`src/rtl/uart_apb_master.sv`:
```
// APB3 initiator: converts a valid/ready command stream into single SETUP/ACCESS transfers
// towards the UART register slave and returns data/error on a valid/ready response channel.
module uart_apb_master #(
    parameter int ADDR_WIDTH     = 32,
    parameter int DATA_WIDTH     = 32,
    parameter int TIMEOUT_CYCLES = 16
) (
    input  logic                  clk,
    input  logic                  rstn,
    input  logic                  cmd_valid,
    output logic                  cmd_ready,
    input  logic                  cmd_write,
    input  logic [ADDR_WIDTH-1:0] cmd_addr,
    input  logic [DATA_WIDTH-1:0] cmd_wdata,
    output logic                  rsp_valid,
    input  logic                  rsp_ready,
    output logic [DATA_WIDTH-1:0] rsp_rdata,
    output logic                  rsp_err,
    output logic                  rsp_timeout,
    output logic [ADDR_WIDTH-1:0] paddr,
    output logic [DATA_WIDTH-1:0] pwdata,
    output logic                  pwrite,
    output logic                  psel,
    output logic                  penable,
    input  logic [DATA_WIDTH-1:0] prdata,
    input  logic                  pready,
    input  logic                  pslverr,
    output logic                  busy
);

    typedef enum logic [1:0] {
        IDLE,
        SETUP,
        ACCESS,
        RESP
    } state_t;

    // Last ACCESS cycle index before the abort fires; unused when the timeout is disabled.
    localparam logic [7:0] WAIT_LAST = (TIMEOUT_CYCLES == 0) ? 8'd0 : 8'(TIMEOUT_CYCLES - 1);

    state_t                state, state_d;
    logic [7:0]            wait_cnt, wait_cnt_d;
    logic [ADDR_WIDTH-1:0] paddr_d;
    logic [DATA_WIDTH-1:0] pwdata_d, rsp_rdata_d;
    logic                  pwrite_d, psel_d, penable_d;
    logic                  rsp_valid_d, rsp_err_d, rsp_timeout_d;

    assign cmd_ready = (state == IDLE);
    assign busy      = (state != IDLE);

    always_comb begin
        // NOTE: every signal assigned here gets a hold default first, so no path can infer a latch.
        state_d       = state;
        wait_cnt_d    = wait_cnt;
        paddr_d       = paddr;
        pwdata_d      = pwdata;
        pwrite_d      = pwrite;
        psel_d        = psel;
        penable_d     = penable;
        rsp_valid_d   = rsp_valid;
        rsp_rdata_d   = rsp_rdata;
        rsp_err_d     = rsp_err;
        rsp_timeout_d = rsp_timeout;

        case (state)
            IDLE: begin
                if (cmd_valid) begin
                    paddr_d   = cmd_addr;
                    pwdata_d  = cmd_write ? cmd_wdata : '0;
                    pwrite_d  = cmd_write;
                    psel_d    = 1'b1;
                    penable_d = 1'b0;
                    state_d   = SETUP;
                end
            end
            SETUP: begin
                penable_d  = 1'b1;
                wait_cnt_d = '0;
                state_d    = ACCESS;
            end
            ACCESS: begin
                // A slave answering on the abort edge still wins over the timeout.
                if (pready) begin
                    psel_d        = 1'b0;
                    penable_d     = 1'b0;
                    rsp_rdata_d   = pwrite ? '0 : prdata;
                    rsp_err_d     = pslverr;
                    rsp_timeout_d = 1'b0;
                    rsp_valid_d   = 1'b1;
                    state_d       = RESP;
                end else if (TIMEOUT_CYCLES != 0 && wait_cnt == WAIT_LAST) begin
                    psel_d        = 1'b0;
                    penable_d     = 1'b0;
                    rsp_rdata_d   = '0;
                    rsp_err_d     = 1'b1;
                    rsp_timeout_d = 1'b1;
                    rsp_valid_d   = 1'b1;
                    state_d       = RESP;
                end else begin
                    wait_cnt_d = wait_cnt + 8'd1;
                end
            end
            RESP: begin
                if (rsp_ready) begin
                    rsp_valid_d = 1'b0;
                    state_d     = IDLE;
                end
            end
            default: state_d = IDLE;
        endcase
    end

    always_ff @(posedge clk or negedge rstn) begin
        if (!rstn) begin
            state       <= IDLE;
            wait_cnt    <= '0;
            paddr       <= '0;
            pwdata      <= '0;
            pwrite      <= 1'b0;
            psel        <= 1'b0;
            penable     <= 1'b0;
            rsp_valid   <= 1'b0;
            rsp_rdata   <= '0;
            rsp_err     <= 1'b0;
            rsp_timeout <= 1'b0;
        end else begin
            // NOTE: non-blocking updates keep every register sampling the pre-edge values.
            state       <= state_d;
            wait_cnt    <= wait_cnt_d;
            paddr       <= paddr_d;
            pwdata      <= pwdata_d;
            pwrite      <= pwrite_d;
            psel        <= psel_d;
            penable     <= penable_d;
            rsp_valid   <= rsp_valid_d;
            rsp_rdata   <= rsp_rdata_d;
            rsp_err     <= rsp_err_d;
            rsp_timeout <= rsp_timeout_d;
        end
    end

endmodule

```
`config.mk`:
```
export PLATFORM = sky130hd
export DESIGN_NAME = uart_apb_master
export DESIGN_NICKNAME = d
export VERILOG_FILES = /design/src/rtl/uart_apb_master.sv
export SDC_FILE = /design/constraint.sdc
export NUM_CORES = 1
export LEC_CHECK = 0
export BUFFER_PORTS_ARGS = -buffer_cell sky130_fd_sc_hd__buf_2
export CAP_MARGIN = 15
export CORE_MARGIN = 1
export CORE_UTILIZATION = 50
export DETAILED_ROUTE_END_ITERATION = 8
export PLACE_DENSITY = 0.86
export SLEW_MARGIN = 20
export SYNTH_ARGS = -nofsm -noshare
export SYNTH_HDL_FRONTEND = slang
export SYNTH_SLANG_ARGS = --single-unit
```
`constraint.sdc`:
```
create_clock -name clk -period 3.4 [get_ports clk]
set_clock_uncertainty 0.1 [all_clocks]
set_input_delay 0.68 -clock clk [delete_from_list [all_inputs] [get_ports clk]]
set_output_delay 0.68 -clock clk [all_outputs]
set_load 0.05 [all_outputs]
```
# After elaboration in Yosys (flattened, before gate mapping)
# Cells that the tools add are included.
[classes] eq_ne=9 addsub=1 reduce_logical=14 muxes=24
[ops] op="$mux 32" n=4
[ops] op="$mux 8" n=2
[ops] op="$pmux 8 s2" n=1
[ops] op="$reduce_and 3->1" n=5
[ops] op="$reduce_bool 2->1" n=5
[ops] op="$mux 1" n=9
[ops] op="$add 8x1->8 const B" n=1
[ops] op="$eq 8x4->1 const B" n=1
[ops] op="$mux 2" n=4
[ops] op="$ne 2x2->1 const B" n=4
[ops] op="$pmux 2 s4" n=1
[ops] op="$eq 2x2->1 const B" n=2
[ops] op="$pmux 1 s2" n=2
[ops] op="$reduce_and 2->1" n=2
[ops] op="$ne 3x3->1 const B" n=1
[ops] op="$pmux 1 s3" n=1
[ops] op="$reduce_bool 3->1" n=1
[ops] op="$eq 2x1->1 const B" n=1
[ops] op="$logic_not 2->1" n=1
[word_totals] input_bits=103 reg_bits=112

# Depth between registers and ports, before layout
[logic_depth] ltp_word=4 ltp_mapped=7

# Worst setup path before layout
# No wires, ideal clock.
[synth_path] kind="reg2reg" startpoint="register state[0]" endpoint="register penable" synth_period_minus_slack_ns=2.197 required_time_ns=3.175 path_stages_with_launch=7 t_arrival_ns=1.972 path_slack_ns=1.203 n_path_buf=0 path_cell_list="dfrtp_1 > inv_1 > ha_1 > inv_1 > nor2_1 > nor3_1 > mux2_2"
[synth_via] elab_chain_len=3
[synth_rtl] element="from (decl)" line="41" text="state_t state, state_d;"
[synth_rtl] element="from (signal assigned)" line="128" text="state <= state_d;"
[synth_rtl] element="$logic_not 2->1 *"
[synth_rtl] element="net cmd_ready" line="11" text="output logic cmd_ready,"
[synth_rtl] element="$ne 2x2->1 (no line) or $reduce_bool 3->1 (tied branches)"
[synth_rtl] element="$reduce_and 3->1 (no line)"
[synth_rtl] element="to (signal assigned)" line="134" text="penable <= penable_d;"
[synth_rtl] element="to (decl)" line="24" text="output logic penable,"
# Mark *: on every way through the listed nets, which the timed path passes. The rest lies on a longest branch.
# A chain may end at the register's enable or synchronous reset.

# Worst setup path in the final report
[layout_path] startpoint="register state[0]" endpoint="output busy"
[layout_via] elab_chain_len=1
[layout_rtl] element="$reduce_bool 2->1" line="49" text="assign busy = (state != IDLE);"
[layout_rtl] element="to (decl)" line="28" text="output logic busy"
# No other way between the ends.

==> key figures <==
Run status
  • Outcome: finished, final reports clean

Global routing
  • Vias in the first global route: 3205
  • First-pass GRT wire length: 15100 microns
  • Total track usage: 21.5%
  • Grt total ovfl: 0
  • Largest net degree at the start of global routing: 65
  • Antenna violations before repair: 0

Floorplan
  • Row count: 34
  • Core area: 0.00868 sq mm
  • Die area: 0.00927 sq mm
  • Initial core utilization: 51.2%
  • Die X-Extent: 96.3 microns
  • Die H: 96.3 microns
  • Io pins: 207

Final layout
  • Multi-input logic area: 0.00152 sq mm
  • Register area: 0.00280 sq mm
  • Antenna diodes: 0
  • Fillers: 690
  • Area grow syn2layout: 30.0%
  • Ratio of cells with drive above 1 in the final layout: 47.1%
  • Net count, final: 668
  • Fin util: 66.6%

STA
  • Slew Limit Fails: 0
  • Max Clk Rate: 440 MHz
  • RSZ-0062 raised after global routing: false
  • Fin Setup TNS: 0 ps
  • # setup viols final: 0
  • Final hold violations: 0
  • Slew HR: 43.2%
  • Final Cycle Share: 66.9%
  • Worst slew pin tran: 848 ps
  • Min Clock Period, post-route: 2270 ps
  • Final Worst Setup Slack: 1130 ps

Route
  • Vias: 3482
  • DR WL/cell: 15.0 microns
  • Number of vias per cell: 5.17
  • 1st-pass router iterations: 4
  • Detail Route Antenna Nets: 0
  • Starting DRT DRC Count: 78
  • DRC viols: 0
  • Drt total wl: 10100 microns

Power
  • Leakage power figure: 3.10 nW
  • Power share of the clock group: 12.7%
  • Switching power: 0.00362 W
  • Pwr dens: 1200 mW/mm^2
  • Switching Fraction: 52.2%
  • Comb pwr share: 55.0%
  • Max VDD drop: 0.000807 V
  • P_int: 0.00331 W
  • Seq pwr share: 32.3%

Worst setup path
  • Crit Reg-Reg Startpoint: wait_cnt[0]$_DFFE_PN0P_
  • Worst reg2reg path depth: 5
  • Reg2Reg Setup Slack: 1210 ps
  • Worst-path maximum fanout: 5
  • CP bufs+invs: 3
  • Arrival time worst endpoint: 1490 ps
  • Setup CP Type: flop to primary output
  • Slowest CP cell: dfrtp_1
  • Crit end category: primary output
  • Crit start category: flop
  • R2R Path End: rsp_rdata[0]$_DFFE_PN0P_
  • Critical path endpoint: busy
  • Setup crit start: state[0]$_DFFE_PN0P_
  • Top Family by Delay on Critical Path: buffers and inverters
  • CP max stage delay: 410 ps
  • Worst path required time: 2620 ps
  • Crit-path cells: inv_1 > ha_1 > inv_1 > buf_2
  • Most frequent CP cell: inv_1
  • Crit path depth: 4

CTS
  • Resized Gates After CTS: 0
  • Cts hold-fix bufs: 0
  • CTS tree: done
  • # Post-CTS Setup Buffers: 0
  • H-Tree Depth: 3
  • Clock latency on the worst-skew pair: 360 ps
  • Clock Tree Buf Depth: 2
  • Clock Sinks: 112
  • Clock-pin slew on the worst setup and hold paths: 100 ps
  • CTS Root Cell: clkbuf_8
  • Num CTS Buffers: 9

Flow run
  • # Max-Cap Violations: 0

Min path
  • Hold Crit Class: input port to asynchronous set/reset pin

Yosys
  • Syn_nets: 471
  • Mapped Cells: 363
  • Yosys cell types: 31
  • Seq cells post-synth: 112
  • Yosys warns: 0
  • Synthesized area: 0.00444 sq mm
  • Syn avg cell area: 12.2 sq um
  • Sequential area share after synthesis: 63.1%

Place
  • DP Worst Slack: 1270 ps
  • Final HPWL DP: 7350 microns
  • IO buf count: 206
  • Final Wtd Congestion: 0.780
-- Yosys cell counts, drive strengths merged --
master | instances | area share, %
xor2 | 1 | 0.20
nor2b | 4 | 0.56
nor2 | 6 | 0.51
nand2 | 73 | 6.2
o32a | 1 | 0.23
nor4 | 1 | 0.48
a22o | 35 | 6.9
nand4b | 2 | 0.39
o21ai | 36 | 4.3
and3 | 1 | 0.14
o22ai | 2 | 0.28
inv | 5 | 0.42
mux2 | 35 | 8.9
ha | 5 | 1.4
buf | 9 | 1.4
nand3 | 2 | 0.23
nor3 | 3 | 0.45
dfrtp | 112 | 63
nand2b | 2 | 0.28
mux2i | 4 | 0.90
a21oi | 7 | 1.0
xnor2 | 1 | 0.20
a31oi | 1 | 0.14
clkbuf | 14 | 1.2
and2 | 1 | 0.20
-- through the flow --
stage | area, sq um | hold WS (ps) | total power (W) | cells
CTS | 5780 | 240 | 0.00698 | 673
finish | 5780 | 223 | 0.00692 | 673
floorplan | 4440 | 284 | 0.00516 | 363
global route | 5780 | 257 | 0.00729 | 673
global placement | 5550 | 359 | 0.00596 | 657
detailed placement | 5550 | 366 | 0.00608 | 657
-- routing by layer --
layer / up-vias / part of all wire, % / global-route usage, %
met5: - / 0 / 0
met3: 17 / 7.2 / 6.16
met2: 141 / 50 / 36.8
met1: 1676 / 41 / 26.0
li1: 1648 / - / -
met4: 0 / 1.6 / 7.46
-- area by class of cell --
type | count | share of cell area [%]
tap | 108 | 2.34
multi-input combinational | 223 | 26.2
clock buffer | 10 | 2.21
inverter | 5 | 0.325
clock inverter | 6 | 1.69
sequential | 112 | 48.5
timing repair buffer | 209 | 18.7
-- registers in the layout, indices dropped and copies added, names as in the netlist --
signal,cells
pwdata,32
rsp_valid,1
paddr,32
psel,1
rsp_timeout,1
rsp_rdata,32
pwrite,1
wait_cnt,8
penable,1
state,2
rsp_err,1
-- kinds of logic after synthesis --
group | Yosys count | share of synthesized area, %
mux | 39 | 9.77
compound gates | 82 | 12.9
buf+inv | 28 | 3.04
simple gates | 95 | 9.41
flops | 112 | 63.1
xor+xnor | 2 | 0.394
fa+ha+maj | 5 | 1.41
-- worst reg2reg max path, stage by stage (launching register included) --
cell     delay [ps]
dfrtp_1         420
ha_1            230
and3_1          270
and2_4          190
o21ai_4         650
a22o_1          270
-- placed cells by master, fill, tap and decap left out --
cell	instances
a21oi_4	1
mux2i_1	4
nand4b_1	2
buf_12	2
and3_1	1
clkbuf_1	1
xnor2_1	1
and2_4	1
a31oi_1	1
dfrtp_1	112
bufinv_16	2
inv_6	2
a21oi_1	6
nor2_2	1
nor4_4	1
clkbuf_8	9
buf_4	2
nor3_2	1
o21ai_0	35
buf_2	205
nand2_1	72
nand2b_1	2
nor2_1	5
o32a_1	1
o22ai_1	2
ha_1	5
inv_8	1
o21ai_4	1
nand2_4	1
a22o_1	35
nor2b_1	4
mux2_2	35
inv_1	5
xor2_1	1
nand3_1	2
nor3_1	2
clkinv_4	1
-- power groups by stage --
stage	registers (W)	clock network (W)	logic, W
floorplan	0.00424	0	0.000927
CTS	0.00224	0.000907	0.00383
finish	0.00223	0.000879	0.00381
global placement	0.00223	0	0.00373
global route	0.00231	0.000963	0.00401
detailed placement	0.00226	0	0.00383
-- how the worst min path moves through the flow --
stage,end,cells after the start,slack [ps]
global route,paddr[16]$_DFFE_PN0P_,1,260
CTS,paddr[16]$_DFFE_PN0P_,1,240
detailed placement,pwdata[10]$_DFFE_PN0P_,2,370
floorplan,paddr[0]$_DFFE_PN0P_,0,280
global placement,pwdata[17]$_DFFE_PN0P_,2,360
finish,paddr[16]$_DFFE_PN0P_,1,220
(Power assumes the default switching activity.)
